## src/rtl/vend_pkg.sv

```systemverilog
// Shared definitions for the vending-machine sequencer.
//   state_t       : sequencer states IDLE / COLLECT / VEND / CHANGE
//   CREDIT_W      : width of the credit register (rupees)
//   COIN_*        : coin values in rupees
//   coin_value()  : value of coin strobe index 0/1/2 (5/10/25)
//   price_lookup(): selects one of four product prices by index
package vend_pkg;

    localparam int CREDIT_W  = 8;
    localparam int NUM_COINS = 3;

    typedef enum logic [1:0] {
        IDLE    = 2'd0,
        COLLECT = 2'd1,
        VEND    = 2'd2,
        CHANGE  = 2'd3
    } state_t;

    localparam logic [CREDIT_W-1:0] COIN_FIVE        = 8'd5;
    localparam logic [CREDIT_W-1:0] COIN_TEN         = 8'd10;
    localparam logic [CREDIT_W-1:0] COIN_TWENTY_FIVE = 8'd25;

    // Coin strobe bit order: 0 = five, 1 = ten, 2 = twenty-five.
    function automatic logic [CREDIT_W-1:0] coin_value(input int idx);
        case (idx)
            0:       return COIN_FIVE;
            1:       return COIN_TEN;
            default: return COIN_TWENTY_FIVE;
        endcase
    endfunction

    function automatic logic [CREDIT_W-1:0] price_lookup(
        input logic [1:0]          sel,
        input logic [CREDIT_W-1:0] p0,
        input logic [CREDIT_W-1:0] p1,
        input logic [CREDIT_W-1:0] p2,
        input logic [CREDIT_W-1:0] p3
    );
        case (sel)
            2'd0:    return p0;
            2'd1:    return p1;
            2'd2:    return p2;
            default: return p3;
        endcase
    endfunction

endpackage

```

## src/rtl/vend_if.sv

```systemverilog
// Signal bundle between the vending sequencer and its surroundings
// (coin acceptor, keypad, dispenser, change ejector).
//   slave  : the sequencer side (consumes coins/selection/acks, drives requests)
//   master : the environment side
interface vend_if;
    import vend_pkg::*;

    logic                fiveRupees;
    logic                tenRupees;
    logic                twentyFiveRupees;
    logic [1:0]          productSel;
    logic                selValid;
    logic                cancel;
    logic                dispenseAck;
    logic                changeAck;
    logic                dispenseReq;
    logic                changeReq;
    logic                theProduct;
    logic                coinReject;
    logic                lowCredit;
    logic [CREDIT_W-1:0] credit;
    logic                busy;

    modport slave (
        input  fiveRupees, tenRupees, twentyFiveRupees, productSel, selValid,
               cancel, dispenseAck, changeAck,
        output dispenseReq, changeReq, theProduct, coinReject, lowCredit,
               credit, busy
    );

    modport master (
        output fiveRupees, tenRupees, twentyFiveRupees, productSel, selValid,
               cancel, dispenseAck, changeAck,
        input  dispenseReq, changeReq, theProduct, coinReject, lowCredit,
               credit, busy
    );

endinterface

```

## src/rtl/vend_credit_acc.sv

```systemverilog
// Credit accumulator: decodes coin strobes, decides accept/reject and
// holds the credit register.
//   clock, reset  : clock, asynchronous active-low reset
//   coin_strobe   : {25, 10, 5} coin strobes
//   coin_window   : sequencer allows crediting this cycle
//   sub_en/sub_val: subtract request (price or one change coin)
//   credit        : current credit
//   coin_credit   : combinational, the coin this cycle is being credited
//   coin_reject   : registered one-cycle pulse for any coin not credited
module vend_credit_acc
    import vend_pkg::*;
#(
    parameter int MAX_CREDIT = 50
) (
    input  logic                 clock,
    input  logic                 reset,
    input  logic [NUM_COINS-1:0] coin_strobe,
    input  logic                 coin_window,
    input  logic                 sub_en,
    input  logic [CREDIT_W-1:0]  sub_val,
    output logic [CREDIT_W-1:0]  credit,
    output logic                 coin_credit,
    output logic                 coin_reject
);

    logic [CREDIT_W-1:0] credit_reg;
    logic                coin_reject_reg;
    logic [CREDIT_W-1:0] coin_part [NUM_COINS];
    logic [CREDIT_W-1:0] coin_sum;
    logic [1:0]          coin_count;
    logic [CREDIT_W:0]   sum_wide;
    logic                coin_any;
    logic                coin_multi;
    logic                coin_over;

    genvar gi;
    generate
        for (gi = 0; gi < NUM_COINS; gi++) begin : g_coin
            assign coin_part[gi] = coin_strobe[gi] ? coin_value(gi) : '0;
        end
    endgenerate

    // The OR of values is only meaningful with a single strobe; multiple
    // strobes are rejected outright so the merged value is never used.
    always_comb begin
        coin_sum   = '0;
        coin_count = '0;
        for (int i = 0; i < NUM_COINS; i++) begin
            coin_sum   = coin_sum | coin_part[i];
            coin_count = coin_count + 2'(coin_strobe[i]);
        end
    end

    assign coin_any    = |coin_strobe;
    assign coin_multi  = coin_count > 2'd1;
    assign sum_wide    = {1'b0, credit_reg} + {1'b0, coin_sum};
    assign coin_over   = sum_wide > (CREDIT_W+1)'(MAX_CREDIT);
    assign coin_credit = coin_window & coin_any & ~coin_multi & ~coin_over;

    always_ff @(posedge clock or negedge reset) begin
        if (!reset) begin
            credit_reg      <= '0;
            coin_reject_reg <= 1'b0;
        end else begin
            coin_reject_reg <= coin_any & ~coin_credit;
            if (coin_credit) begin
                credit_reg <= sum_wide[CREDIT_W-1:0];
            end else if (sub_en && (credit_reg >= sub_val)) begin
                credit_reg <= credit_reg - sub_val;
            end
        end
    end

    assign credit      = credit_reg;
    assign coin_reject = coin_reject_reg;

endmodule

```

## src/rtl/vend_sequencer.sv

```systemverilog
// Vending-machine transaction sequencer: collects coin credit, checks a
// product selection against a four-entry price table, then drives the
// dispenser and the 5-rupee change ejector through req/ack handshakes.
//   clock, reset : clock, asynchronous active-low reset
//   bus          : vend_if.slave (coins, selection, cancel, acks in;
//                  dispenseReq, changeReq, theProduct, coinReject,
//                  lowCredit, credit, busy out)
// Optional: define VEND_TIMEOUT_EN to refund automatically after
// TIMEOUT_CYC idle cycles in COLLECT.
module vend_sequencer
    import vend_pkg::*;
#(
    parameter int PRICE0     = 15,
    parameter int PRICE1     = 20,
    parameter int PRICE2     = 25,
    parameter int PRICE3     = 30,
    parameter int MAX_CREDIT = 50
`ifdef VEND_TIMEOUT_EN
    ,
    parameter int TIMEOUT_CYC = 1000
`endif
) (
    input  logic clock,
    input  logic reset,
    vend_if.slave bus
);

    state_t              state_reg;
    logic                dispense_req_reg;
    logic                change_req_reg;
    logic                the_product_reg;
    logic                low_credit_reg;
    logic                busy_reg;

    logic [NUM_COINS-1:0] coin_strobe;
    logic [CREDIT_W-1:0]  credit;
    logic [CREDIT_W-1:0]  price;
    logic                 coin_credit;
    logic                 coin_reject;
    logic                 in_collect;
    logic                 any_event;
    logic                 timeout_hit;
    logic                 afford;
    logic                 cancel_take;
    logic                 sel_take;
    logic                 change_take;
    logic                 dispense_take;
    logic                 coin_window;
    logic                 low_credit_next;

    assign coin_strobe = {bus.twentyFiveRupees, bus.tenRupees, bus.fiveRupees};
    assign in_collect  = (state_reg == COLLECT);
    assign any_event   = (|coin_strobe) | bus.selValid | bus.cancel;

`ifdef VEND_TIMEOUT_EN
    localparam int CNT_W = $clog2(TIMEOUT_CYC + 1);
    logic [CNT_W-1:0] idle_cnt_reg;

    // Counts quiet cycles in COLLECT; any customer activity restarts it.
    assign timeout_hit = in_collect & ~any_event &
                         (idle_cnt_reg == CNT_W'(TIMEOUT_CYC - 1));

    always_ff @(posedge clock or negedge reset) begin
        if (!reset) begin
            idle_cnt_reg <= '0;
        end else if (!in_collect || any_event || timeout_hit) begin
            idle_cnt_reg <= '0;
        end else begin
            idle_cnt_reg <= idle_cnt_reg + 1'b1;
        end
    end
`else
    assign timeout_hit = 1'b0;
`endif

    assign price = price_lookup(bus.productSel,
                                CREDIT_W'(PRICE0), CREDIT_W'(PRICE1),
                                CREDIT_W'(PRICE2), CREDIT_W'(PRICE3));
    assign afford = (credit >= price);

    // Cancel (or timeout) wins over selection and coins in the same cycle.
    assign cancel_take   = in_collect & (bus.cancel | timeout_hit);
    assign sel_take      = in_collect & bus.selValid & ~bus.cancel & afford;
    assign change_take   = (state_reg == CHANGE) & change_req_reg & bus.changeAck;
    assign dispense_take = (state_reg == VEND) & dispense_req_reg & bus.dispenseAck;
    assign coin_window   = ((state_reg == IDLE) | in_collect) & ~cancel_take & ~sel_take;
    assign low_credit_next = bus.selValid & ~cancel_take &
                             ((state_reg == IDLE) | (in_collect & ~afford));

    vend_credit_acc #(
        .MAX_CREDIT (MAX_CREDIT)
    ) u_credit (
        .clock       (clock),
        .reset       (reset),
        .coin_strobe (coin_strobe),
        .coin_window (coin_window),
        .sub_en      (sel_take | change_take),
        .sub_val     (sel_take ? price : COIN_FIVE),
        .credit      (credit),
        .coin_credit (coin_credit),
        .coin_reject (coin_reject)
    );

    always_ff @(posedge clock or negedge reset) begin
        if (!reset) begin
            state_reg        <= IDLE;
            dispense_req_reg <= 1'b0;
            change_req_reg   <= 1'b0;
            the_product_reg  <= 1'b0;
            low_credit_reg   <= 1'b0;
            busy_reg         <= 1'b0;
        end else begin
            the_product_reg <= 1'b0;
            low_credit_reg  <= low_credit_next;
            case (state_reg)
                IDLE: begin
                    if (coin_credit) begin
                        state_reg <= COLLECT;
                    end
                end
                COLLECT: begin
                    if (cancel_take) begin
                        if (credit != '0) begin
                            state_reg      <= CHANGE;
                            change_req_reg <= 1'b1;
                            busy_reg       <= 1'b1;
                        end else begin
                            state_reg <= IDLE;
                        end
                    end else if (sel_take) begin
                        state_reg        <= VEND;
                        dispense_req_reg <= 1'b1;
                        busy_reg         <= 1'b1;
                    end
                end
                VEND: begin
                    if (dispense_take) begin
                        dispense_req_reg <= 1'b0;
                        the_product_reg  <= 1'b1;
                        // credit already holds the post-price remainder
                        if (credit != '0) begin
                            state_reg      <= CHANGE;
                            change_req_reg <= 1'b1;
                        end else begin
                            state_reg <= IDLE;
                            busy_reg  <= 1'b0;
                        end
                    end
                end
                CHANGE: begin
                    if (change_take && (credit <= COIN_FIVE)) begin
                        change_req_reg <= 1'b0;
                        state_reg      <= IDLE;
                        busy_reg       <= 1'b0;
                    end
                end
                default: state_reg <= IDLE;
            endcase
        end
    end

    assign bus.dispenseReq = dispense_req_reg;
    assign bus.changeReq   = change_req_reg;
    assign bus.theProduct  = the_product_reg;
    assign bus.coinReject  = coin_reject;
    assign bus.lowCredit   = low_credit_reg;
    assign bus.credit      = credit;
    assign bus.busy        = busy_reg;

endmodule

```

## src/flat_wrapper.sv

```systemverilog
// flat-port wrapper written by rule: the top's interface ports become plain ports
module vend_sequencer_flat import vend_pkg::*;
#(
    parameter int PRICE0     = 15,
    parameter int PRICE1     = 20,
    parameter int PRICE2     = 25,
    parameter int PRICE3     = 30,
    parameter int MAX_CREDIT = 50

)
  (clock, reset, bus_fiveRupees, bus_tenRupees, bus_twentyFiveRupees, bus_productSel, bus_selValid, bus_cancel, bus_dispenseAck, bus_changeAck, bus_dispenseReq, bus_changeReq, bus_theProduct, bus_coinReject, bus_lowCredit, bus_credit, bus_busy);
  vend_if bus_i ();
  input  logic clock;
  input  logic reset;
  input wire logic [$bits(bus_i.fiveRupees)-1:0] bus_fiveRupees;
  input wire logic [$bits(bus_i.tenRupees)-1:0] bus_tenRupees;
  input wire logic [$bits(bus_i.twentyFiveRupees)-1:0] bus_twentyFiveRupees;
  input wire logic [$bits(bus_i.productSel)-1:0] bus_productSel;
  input wire logic [$bits(bus_i.selValid)-1:0] bus_selValid;
  input wire logic [$bits(bus_i.cancel)-1:0] bus_cancel;
  input wire logic [$bits(bus_i.dispenseAck)-1:0] bus_dispenseAck;
  input wire logic [$bits(bus_i.changeAck)-1:0] bus_changeAck;
  output wire logic [$bits(bus_i.dispenseReq)-1:0] bus_dispenseReq;
  output wire logic [$bits(bus_i.changeReq)-1:0] bus_changeReq;
  output wire logic [$bits(bus_i.theProduct)-1:0] bus_theProduct;
  output wire logic [$bits(bus_i.coinReject)-1:0] bus_coinReject;
  output wire logic [$bits(bus_i.lowCredit)-1:0] bus_lowCredit;
  output wire logic [$bits(bus_i.credit)-1:0] bus_credit;
  output wire logic [$bits(bus_i.busy)-1:0] bus_busy;
  assign bus_i.fiveRupees = bus_fiveRupees;
  assign bus_i.tenRupees = bus_tenRupees;
  assign bus_i.twentyFiveRupees = bus_twentyFiveRupees;
  assign bus_i.productSel = bus_productSel;
  assign bus_i.selValid = bus_selValid;
  assign bus_i.cancel = bus_cancel;
  assign bus_i.dispenseAck = bus_dispenseAck;
  assign bus_i.changeAck = bus_changeAck;
  assign bus_dispenseReq = bus_i.dispenseReq;
  assign bus_changeReq = bus_i.changeReq;
  assign bus_theProduct = bus_i.theProduct;
  assign bus_coinReject = bus_i.coinReject;
  assign bus_lowCredit = bus_i.lowCredit;
  assign bus_credit = bus_i.credit;
  assign bus_busy = bus_i.busy;
  vend_sequencer #(.PRICE0(PRICE0), .PRICE1(PRICE1), .PRICE2(PRICE2), .PRICE3(PRICE3), .MAX_CREDIT(MAX_CREDIT)) u_core (.clock(clock), .reset(reset), .bus(bus_i));
endmodule
```

## config.mk

```make
export PLATFORM = sky130hd
export DESIGN_NAME = vend_sequencer_flat
export DESIGN_NICKNAME = d
export VERILOG_FILES = /design/src/rtl/vend_pkg.sv /design/src/rtl/vend_if.sv /design/src/rtl/vend_credit_acc.sv /design/src/rtl/vend_sequencer.sv /design/src/flat_wrapper.sv
export SDC_FILE = /design/constraint.sdc
export NUM_CORES = 1
export LEC_CHECK = 0
export CAP_MARGIN = 20
export CORE_ASPECT_RATIO = 0.6
export CORE_MARGIN = 4
export CORE_UTILIZATION = 48
export CTS_CLUSTER_DIAMETER = 40
export DETAILED_ROUTE_END_ITERATION = 8
export GPL_TIMING_DRIVEN = 0
export PLACE_DENSITY = 0.74
export SLEW_MARGIN = 40
export SYNTH_ARGS = -nofsm -noshare
export SYNTH_HDL_FRONTEND = slang
export SYNTH_HIERARCHICAL = 1
export SYNTH_SLANG_ARGS = --single-unit
```

## constraint.sdc

```tcl
create_clock -name clock -period 3.38 [get_ports clock]
set_clock_uncertainty 0.15 [all_clocks]
set_input_delay 0.338 -clock clock [delete_from_list [all_inputs] [get_ports clock]]
set_output_delay 0.338 -clock clock [all_outputs]
set_load 0.03 [all_outputs]
```

==> Word level (Yosys, flattened, before mapping) <==
Index checks and enable logic that the tools add are counted.
{ "totals": {"memories": 0, "ram_bits": 0, "register_bits": 16, "inputBits": 11, "mem_bits_ro": 0, "latch_bits": 0, "out_inout_bits": 14} }
{ "classes": {"reduce_logical": 13, "n_lt_le_gt_ge": 5, "mul": 0, "addsub": 4, "bitwise_logic": 29, "div_mod_pow": 0, "eq_ne": 14, "shifts": 0, "muxes": 30} }
{ "ops": {"columns": ["operator", "n"], "rows": [
  ["bitwise AND 1 bit", 17],
  ["2-to-1 mux 8 bit", 2],
  ["one-hot mux 5 bit (3 select lines)", 1],
  ["2-to-1 mux 1 bit", 13],
  ["2-to-1 mux 2 bit", 6],
  ["inequality test 2 bit, second input constant", 6],
  ["AND reduction 4 bit", 3],
  ["2-to-1 mux 5 bit", 2],
  ["adder 8 x 8 -> 9 bit", 1],
  ["greater-than comparator 9 x 6 -> 1 bit, second input constant", 1],
  [">= comparator 8 x 5 -> 1 bit", 1],
  [">= comparator 8 bit", 1],
  ["<= comparator 8 x 3 -> 1 bit, second input constant", 1],
  ["bitwise OR 8 x 4 -> 8 bit", 1],
  ["bitwise OR 8 x 5 -> 8 bit", 1],
  ["one-hot mux 2 bit (4 select lines)", 1],
  ["nonzero test 8 bit", 1],
  ["subtractor 8 bit", 1],
  ["inverter 1 bit", 7],
  ["equality test 2 bit, second input constant", 3],
  ["inequality test 3 bit, second input constant", 2],
  ["one-hot mux 1 bit (3 select lines)", 2],
  ["AND reduction 6 bit", 1],
  ["equality test 2 x 1 -> 1 bit, second input constant", 2],
  ["13 further kinds", 18]
]} }

==> Longest topological paths before layout <==
Gate-level depths: netlist of the first run.
{ "logic_depth": {"word_depth": 11, "ltp_mapped": 18, "mapped_depth_nobuf": 17} }

==> Hierarchy <==
The synthesis of the first run kept the hierarchy.
{ "by_module_without_submodules": {"columns": ["module", "seq_area_each_um2", "area_per_inst_um2", "n_inst", "cells_per_inst"], "rows": [
  ["vend_credit_acc", 225.2, 1143.6, 1, 134],
  ["vend_sequencer", 175.2, 730.7, 1, 81]
]} }

==> Least setup slack after synthesis of the first run <==
OpenSTA, ideal clock, no wires.
{ "synth_timing": {"kind": "input to register", "startpoint": "input port bus_productSel[0]", "endpoint": "register u_core.u_credit.credit_reg[0] (netlist: u_core/u_credit/credit[0])", "setup_slack_ps": -444, "arrival_time_ps": 3549, "n_path_buf": 1, "path_stages": 17, "t_required_ps": 3105, "setup_time_ps": 125, "path_cell_list": "inv_1 ha_1 or2_2 ha_1 nand2b_1 a2111oi_2 o21ai_1 nand3_1 nor2_1 fa_1 nand2b_1 a21oi_1 o21ai_0 a21oi_1 buf_4 mux2i_1 mux2_2"} }
{ "synth_via": {"elab_chain_cells": 10, "word_cells_on_any_way": 19, "classes_between": "add/sub: 1; order compare: 2; eq/ne: 2; mux: 4; bitwise: 7; reduce/logical: 3"} }
{ "synth_lines": {"columns": ["element", "line", "text"], "rows": [
  ["start: declaration", "flat_wrapper.sv:18", "input wire logic [$bits(bus_i.productSel)-1:0] bus_productSel;"],
  ["equality test 2 bit, or another cell as far along", "vend_pkg.sv:39", "case (sel)"],
  ["one-hot mux 5 bit (3 select lines) *", "vend_pkg.sv:39", null],
  ["branches (longest 8 deep; another with >= comparator 8 x 5 -> 1 bit)", null, null],
  ["end signal: assignment", "vend_credit_acc.sv:67", "credit_reg <= sum_wide[CREDIT_W-1:0];"],
  ["end signal: assignment", "vend_credit_acc.sv:69", "credit_reg <= credit_reg - sub_val;"],
  ["end: declaration", "vend_credit_acc.sv:26", "logic [CREDIT_W-1:0] credit_reg;"]
]} }
Mark *: on every way between the ends. The select of a mux whose other input is x is not followed.
A chain may end at the register's enable or synchronous reset.

==> Worst setup path in the final report of the first run <==
{ "layout_timing": {"startpoint": "input port bus_productSel[1]", "endpoint": "register u_core.u_credit.credit_reg[0] (netlist: u_core/u_credit/credit[0])"} }
Same word-level chain as after synthesis.

==> metrics.md, run 1 <==
| Metric | Value |
|---|---|
| Status | `finished with violations` |
| Violated checks | `setup timing` |
| Die W | `between 80 and 90 µm` |
| Simple-Gate Fraction of Synth Area | `0.2116` |
| Via-per-instance ratio | `approximately 5.6` |
| Boundary pin count | `25` |
| Max reg flops | `8` |
| Die ar. | `between 0.005 and 0.006 mm²` |
| Root Driver | `clkbuf_8` |
| Number of library cell types mapped by synthesis | `64` |
| Top cells by count, synth | `ha_1, inv_1, nor2_1` |
| Buf+Inv Stages, Crit Path | `3` |
| Clk_lat worst skew | `around 260 ps` |
| Final std cells w/o fill | `approximately 310` |
| Vias | `about 1.7k` |
| Share of layout cells above drive strength 1 | `0.2780` |
| Worst Path Max Fanout | `7` |
| Setup violators final | `7` |
| Sum Neg Setup Slack | `-305.7 ps` |
| Share of the synthesized area in the top cell type | `0.2136` |
| Row cnt | `17` |
| Hold Slack | `a little under 400 ps` |
| Min-delay worst type | `input port to asynchronous set/reset pin` |
| Placed Cells incl. Taps | `288` |
| Area Overhead vs Synth | `35.51%` |
| Most used routing layer | `met1` |
| Largest family of logic cells by synthesized area | `compound AO/OA/AOI/OAI gates` |
| First-pass GRT wire length | `a little over 8000 µm` |
| CP arrival | `3450 ps` |
| Post-synthesis sequential area ratio | `0.2136` |
| Synth Instances | `215` |
| Met1 Use GR | `0.3185` |
| Net count, final | `about 300` |
| Max Slew Vio Count | `0` |
| Clock Path Buffers | `2` |
| Maximum VDD drop | `0.5031 mV` |
| Cell taking the most area after synthesis | `dfrtp_1` |
| DP HPWL | `around 3700 µm` |
| Worst Slack Setup Final | `-71.16 ps` |
| Crit path largest cell delay | `between 300 and 400 ps` |
| CP startpoint kind | `input port` |
| Port Buffer Count | `24` |
| DRT antenna net count | `0` |
| Inserted Clock Buffers | `3` |
| Required @ worst endpoint | `~3400 ps` |
| Antenna violations before repair | `0` |
| Leakage power | `~1.1 nW` |
| Syn Std Cell Area | `between 0.0015 and 0.002 mm²` |
| Placed Instance Area | `approximately 0.0023 mm²` |
| #FFs+latches synth | `16` |
| Design Area, Final | `around 0.0025 mm²` |
| FILL cells | `307` |
| # diodes | `0` |
| Vias in the first global route | `between 1.5k and 2k` |
| EDFF count, synth | `0` |
| Synth Flop Type | `dfrtp_1` |
| Final Util | `0.6824` |
| Residual DRC count | `0` |
| CP delay by family, top | `adder cells` |
| Total gr overflow | `0` |
| Async set-reset flop share out of synthesis | `1.000` |
| YS warnings | `6` |
| Worst R2R End | `u_core/u_credit/credit[0]$_DFFE_PN0P_` |
| Crit path cell chain | `buf_12, inv_12, ha_4, or2_4, ha_4, nand2b_4, a2111oi_4, o21ai_2, and3_4, nand2b_4, ha_4, fa_2, nand2b_4, a21oi_4, o21ai_2, a21oi_2, buf_6, mux2i_1, mux2_4` |
| Met3 Use GR | `0.04252` |
| Initial Utilization | `0.5035` |
| Post-synthesis mux area share | `0.04940` |
| Unrepaired setup endpoints after global routing | `true` |
| Routability cong. | `slightly above 0.8` |
| Area taken by multi-input logic gates | `approximately 0.0015 mm²` |
| Post-Syn Area per Cell | `a little under 9 µm²` |
| Initial DRC Count | `about 140` |
| Slew headroom | `0.6185` |
| Period utilisation layout | `1.021` |
| R2R Path Start | `u_core/u_credit/credit[2]$_DFFE_PN0P_` |
| FF-to-FF path depth | `15` |
| Synth Area in XOR/XNOR | `0.02336` |
| Seq. cell area | `405.4 µm²` |
| FF-to-FF setup slack | `0 ps` |
| Clk slew on worst S/H paths | `approximately 70 ps` |
| Post-Synth Adder-Cell Area | `0.1883` |
| Count of final hold-check violations | `0` |
| Min Tclk post-route | `between 3000 and 4000 ps` |
| CTS tree | `done` |
| Synth Area in Compound Gates | `0.2457` |
| GRT Overall Usage | `0.2102` |
| Die Ht | `about 56 µm` |
| Least-Margin Pin Slew | `about 570 ps` |
| Largest net degree at the start of global routing | `17` |
| Drt wl/cell | `roughly 16 µm` |
| Synth area leaders | `dfrtp_1, ha_1, inv_1` |
| Max Cap Viol | `0` |
| Total Wirelength | `around 5000 µm` |
| Critical Path Sink Type | `register` |
| CP Class | `input port to register` |
| Max Fclk | `about 290 MHz` |
| Slowest-stage cell, CP | `fa_2` |
| Drt pass-1 iters | `4` |
| Cell Pwr Density | `966.9 mW/mm²` |
| Clock sink total | `16` |
| CTS HTree Levels | `1` |
| Global Route met2 Usage | `0.2970` |
| Floorplan core area | `~0.0037 mm²` |
cells in the final DEF, fill, tap and decap left out, types with 2 or more instances in the layout:
master	netlist	routed
inv_1	25	23
nor2_1	24	23
clkdlybuf4s50_1	0	21
ha_1	25	20
buf_4	1	13
o21ai_0	16	13
dfrtp_1	16	12
a21oi_1	11	8
nand2_1	7	7
mux2i_1	7	7
nand3_1	6	5
ha_4	0	5
clkbuf_8	0	4
nand2b_4	1	4
o21a_1	4	4
a211oi_1	4	4
nand2b_1	7	4
dfrtp_2	0	4
o21ai_1	2	3
o21ai_2	1	3
conb_1	1	3
buf_2	1	2
buf_12	0	2
inv_12	0	2
or2_4	1	2
buf_6	1	2
and3_1	2	2
a211oi_2	2	2
or3_1	2	2
a21oi_2	0	2
xor2_1	3	2
o211ai_1	2	2
xnor2_1	2	2
how the worst max path moves through the flow:
| stage | startpoint | to | slack, ps | depth (start not counted) |
|---|---|---|---|---|
| after detailed placement | bus_productSel[1] | u_core/u_credit/credit[0]$_DFFE_PN0P_ | -1230 | 19 |
| after CTS | bus_productSel[1] | u_core/u_credit/credit[0]$_DFFE_PN0P_ | -20 | 19 |
| after global placement | bus_productSel[1] | u_core/u_credit/credit[0]$_DFFE_PN0P_ | -1210 | 19 |
| final | bus_productSel[1] | u_core/u_credit/credit[0]$_DFFE_PN0P_ | -70 | 19 |
| after floorplan | bus_productSel[1] | u_core/u_credit/credit[0]$_DFFE_PN0P_ | -120 | 18 |
| after global routing | bus_productSel[1] | u_core/u_credit/credit[2]$_DFFE_PN0P_ | -180 | 19 |
area by class of cell:
class,count,area share
timing repair buffer,38,0.1429
multi-input combinational,172,0.5926
inverter,26,0.04926
tap,47,0.02315
buffer,3,0.01084
sequential,16,0.1596
clock buffer,4,0.02167
power by group:
part           total (W)  internal, W  switching, W
Combinational    0.00186     0.000859       0.00100
Sequential      0.000418     0.000285      0.000133
Clock           0.000180     0.000104     0.0000760
Total            0.00246      0.00125       0.00121
layer usage:
metal / wire, µm / up-vias
li1: - / 873
met1: 2641 / 804
met2: 1978 / 44
met3: 231 / 5
met4: 51 / 0
met5: 0 / -
per-stage QoR:
stage	setup slack (ps)	total power, W
2_1_floorplan	-119.8	0.001635
3_3_place_gp	-1211	0.002027
3_5_place_dp	-1228	0.002062
4_1_cts	-19.19	0.002346
5_1_grt	-178.5	0.002646
6_report	-71.16	0.002456
cell families (layout without fill, tap and decap cells):
group	count (synthesis)	after routing
and+or+nand+nor	67	67
adders and majority gates	27	27
other	1	3
DFF	16	16
AOI/OAI and AO/OA	61	61
buffers and inverters	29	71
xor gates and xnor gates	5	5
muxes	9	9
what timing repair did:
item | 4_1_cts | 5_1_grt
hold buffers | 0 | 1
buffers inserted | 5 | 8
hold endpoints to repair | 0 | 16
gates resized for setup | 31 | 5
pin swaps | 6 | 6
endpoints found under the setup margin | 10 | 9
Note: power is estimated with default switching activity, not from simulation.
==> inputs of run 2 (changes only) <==
--- a/constraint.sdc
+++ b/constraint.sdc
@@ -3,3 +3,3 @@
 set_input_delay 0.338 -clock clock [delete_from_list [all_inputs] [get_ports clock]]
 set_output_delay 0.338 -clock clock [all_outputs]
-set_load 0.03 [all_outputs]
+set_load 0.1 [all_outputs]
==> run 2 against run 1 <==
The flow still finishes with violations (setup timing). Worst setup slack lost 46 ps. Flip-flop and latch count is the same. Clock-buffer cell count is the same. Non-clock buffer count grew 1. Die area is the same. First-iteration DRC count shrank 39%. Final cell count grew 0.33%. Via count grew 1.3%. Highest routed layer unchanged.
==> metrics.md, run 2 (synthesis results as in run 1) <==
| Metric | Value |
|---|---|
| Total Wirelength | `5005 µm` |
| Worst Slack Setup Final | `-116.9 ps` |
| First-pass GRT wire length | `about 7600 µm` |
| Max Slew Vio Count | `0` |
| Die W | `around 89 µm` |
| Status | `finished with violations` |
| Setup violators final | `7` |
| Most frequent cells in the layout | `nor2_1, inv_1, ha_1` |
| Antenna violations before repair | `0` |
| Via-per-instance ratio | `about 5.7` |
| Routability cong. | `0.7834` |
| Max reg flops | `8` |
| Slew headroom | `0.6442` |
| Drt wl/cell | `roughly 16 µm` |
| Unrepaired setup endpoints after global routing | `true` |
| Min-delay worst type | `input port to asynchronous set/reset pin` |
| Min Tclk post-route | `approximately 3500 ps` |
| Required @ worst endpoint | `approximately 3400 ps` |
| Area taken by multi-input logic gates | `around 0.0016 mm²` |
| Drt pass-1 iters | `5` |
| Clk_lat worst skew | `260 ps` |
| GRT Overall Usage | `0.1932` |
| Initial Utilization | `0.5035` |
| Max Fclk | `roughly 290 MHz` |
| CTS tree | `done` |
| CP startpoint kind | `input port` |
| Die Ht | `56.41 µm` |
| Vias | `1,749` |
| Violated checks | `setup timing` |
| Die ar. | `approximately 0.0050 mm²` |
| Share of layout cells above drive strength 1 | `0.3846` |
| Critical Path Sink Type | `register` |
| DRT antenna net count | `0` |
| Worst Path Max Fanout | `3` |
| Largest net degree at the start of global routing | `17` |
| Net count, final | `approximately 300` |
| Period utilisation layout | `1.035` |
| Seq. cell area | `about 420 µm²` |
| Root Driver | `clkbuf_8` |
| Inserted Clock Buffers | `3` |
| Sum Neg Setup Slack | `-358.2 ps` |
| CP Class | `input port to register` |
| Max Cap Viol | `0` |
| Vias in the first global route | `roughly 1.6k` |
| Count of final hold-check violations | `0` |
| Port Buffer Count | `24` |
| FF-to-FF setup slack | `-70 ps` |
| Row cnt | `17` |
| Clock Path Buffers | `2` |
| Area Overhead vs Synth | `36.25%` |
| Initial DRC Count | `84` |
| # diodes | `0` |
| Total gr overflow | `0` |
| Floorplan core area | `approximately 0.0037 mm²` |
| Residual DRC count | `0` |
| CP arrival | `between 3000 and 4000 ps` |
| Clock sink total | `16` |
| Least-Margin Pin Slew | `527.0 ps` |
| Clk slew on worst S/H paths | `about 70 ps` |
| FILL cells | `293` |
| CTS HTree Levels | `1` |
| DP HPWL | `around 3600 µm` |
| Boundary pin count | `25` |
[run 2: final timing paths]
kind	startpoint	cells past startpoint	to
worst max-delay path	bus_productSel[1]	18	u_core/u_credit/credit[1]$_DFFE_PN0P_
worst min-delay path	reset	2	u_core/u_credit/credit[5]$_DFFE_PN0P_
worst max register to register	u_core/u_credit/credit[2]$_DFFE_PN0P_	15	u_core/u_credit/credit[1]$_DFFE_PN0P_
worst min register to register	u_core/bus.busy$_DFFE_PN0P_	2	u_core/bus.busy$_DFFE_PN0P_
max in group asynchronous	reset	2	u_core/u_credit/credit[2]$_DFFE_PN0P_
min in group clock	u_core/bus.busy$_DFFE_PN0P_	2	u_core/bus.busy$_DFFE_PN0P_
[run 2: area by class of cell]
class,instances,area share
Tap cell,47,0.02303
Clock buffer,4,0.02156
Buffer,3,0.01078
Multi-Input combinational cell,172,0.6100
Timing Repair Buffer,39,0.1220
Sequential cell,16,0.1636
Inverter,26,0.04900
[run 2: routing by layer]
metal,track usage,share of wire,vias up,wire length (µm)
li1,-,-,861,-
met1,0.3128,0.51,814,2535
met2,0.2537,0.41,66,2043
met3,0.04252,0.075,8,377
met4,0.03879,0.0096,0,48
met5,0,0,-,0
[run 2: what timing repair did]
action	4_1_cts	5_1_grt
setup endpoints to repair	10	9
pin swaps	6	6
setup buffers	4	9
hold buffers	0	1
resized for setup	29	19
endpoints found under the hold margin	0	16
gates cloned	1	0
[run 2: critical path: stages]
cell and delay, ps:
buf_12 110, ha_2 170, or2_4 240, ha_4 250, nand2b_4 120, a2111oi_4 70
o21ai_2 220, and3_4 260, nand2b_4 70, ha_4 160, fa_2 330, nand2b_4 170
a21oi_4 160, o21ai_4 80, a21oi_4 180, buf_4 150, mux2_4 290, mux2i_1 140
[run 2: stage by stage]
stage / instances / utilization / setup slack, ps / cell area, µm² / hold WS (ps)
floorplan: 217 / - / -119.9 / 1997 / -107.6
global placement: 288 / 0.6168 / -1206 / 2296 / 391.2
detailed placement: 288 / 0.5980 / -1211 / 2226 / 394.0
CTS: 297 / 0.6424 / -14.59 / 2391 / 409.5
global route: 307 / 0.6861 / -176.4 / 2554 / 409.9
finish: 307 / 0.6861 / -116.9 / 2554 / 394.4
Power of run 2 is left out: the tool's default activity adds up to more than one toggle a clock period on the data nets, which glitch-free logic cannot reach.
==> inputs of run 3 (changes only) <==
- CTS_CLUSTER_DIAMETER: 40 -> unset
- CTS_CLUSTER_SIZE: unset -> 30
==> results of run 3 <==
Same layout as run 2: the final DEF is identical, and so are final timing and power.
Power of run 3 is left out for the same reason.
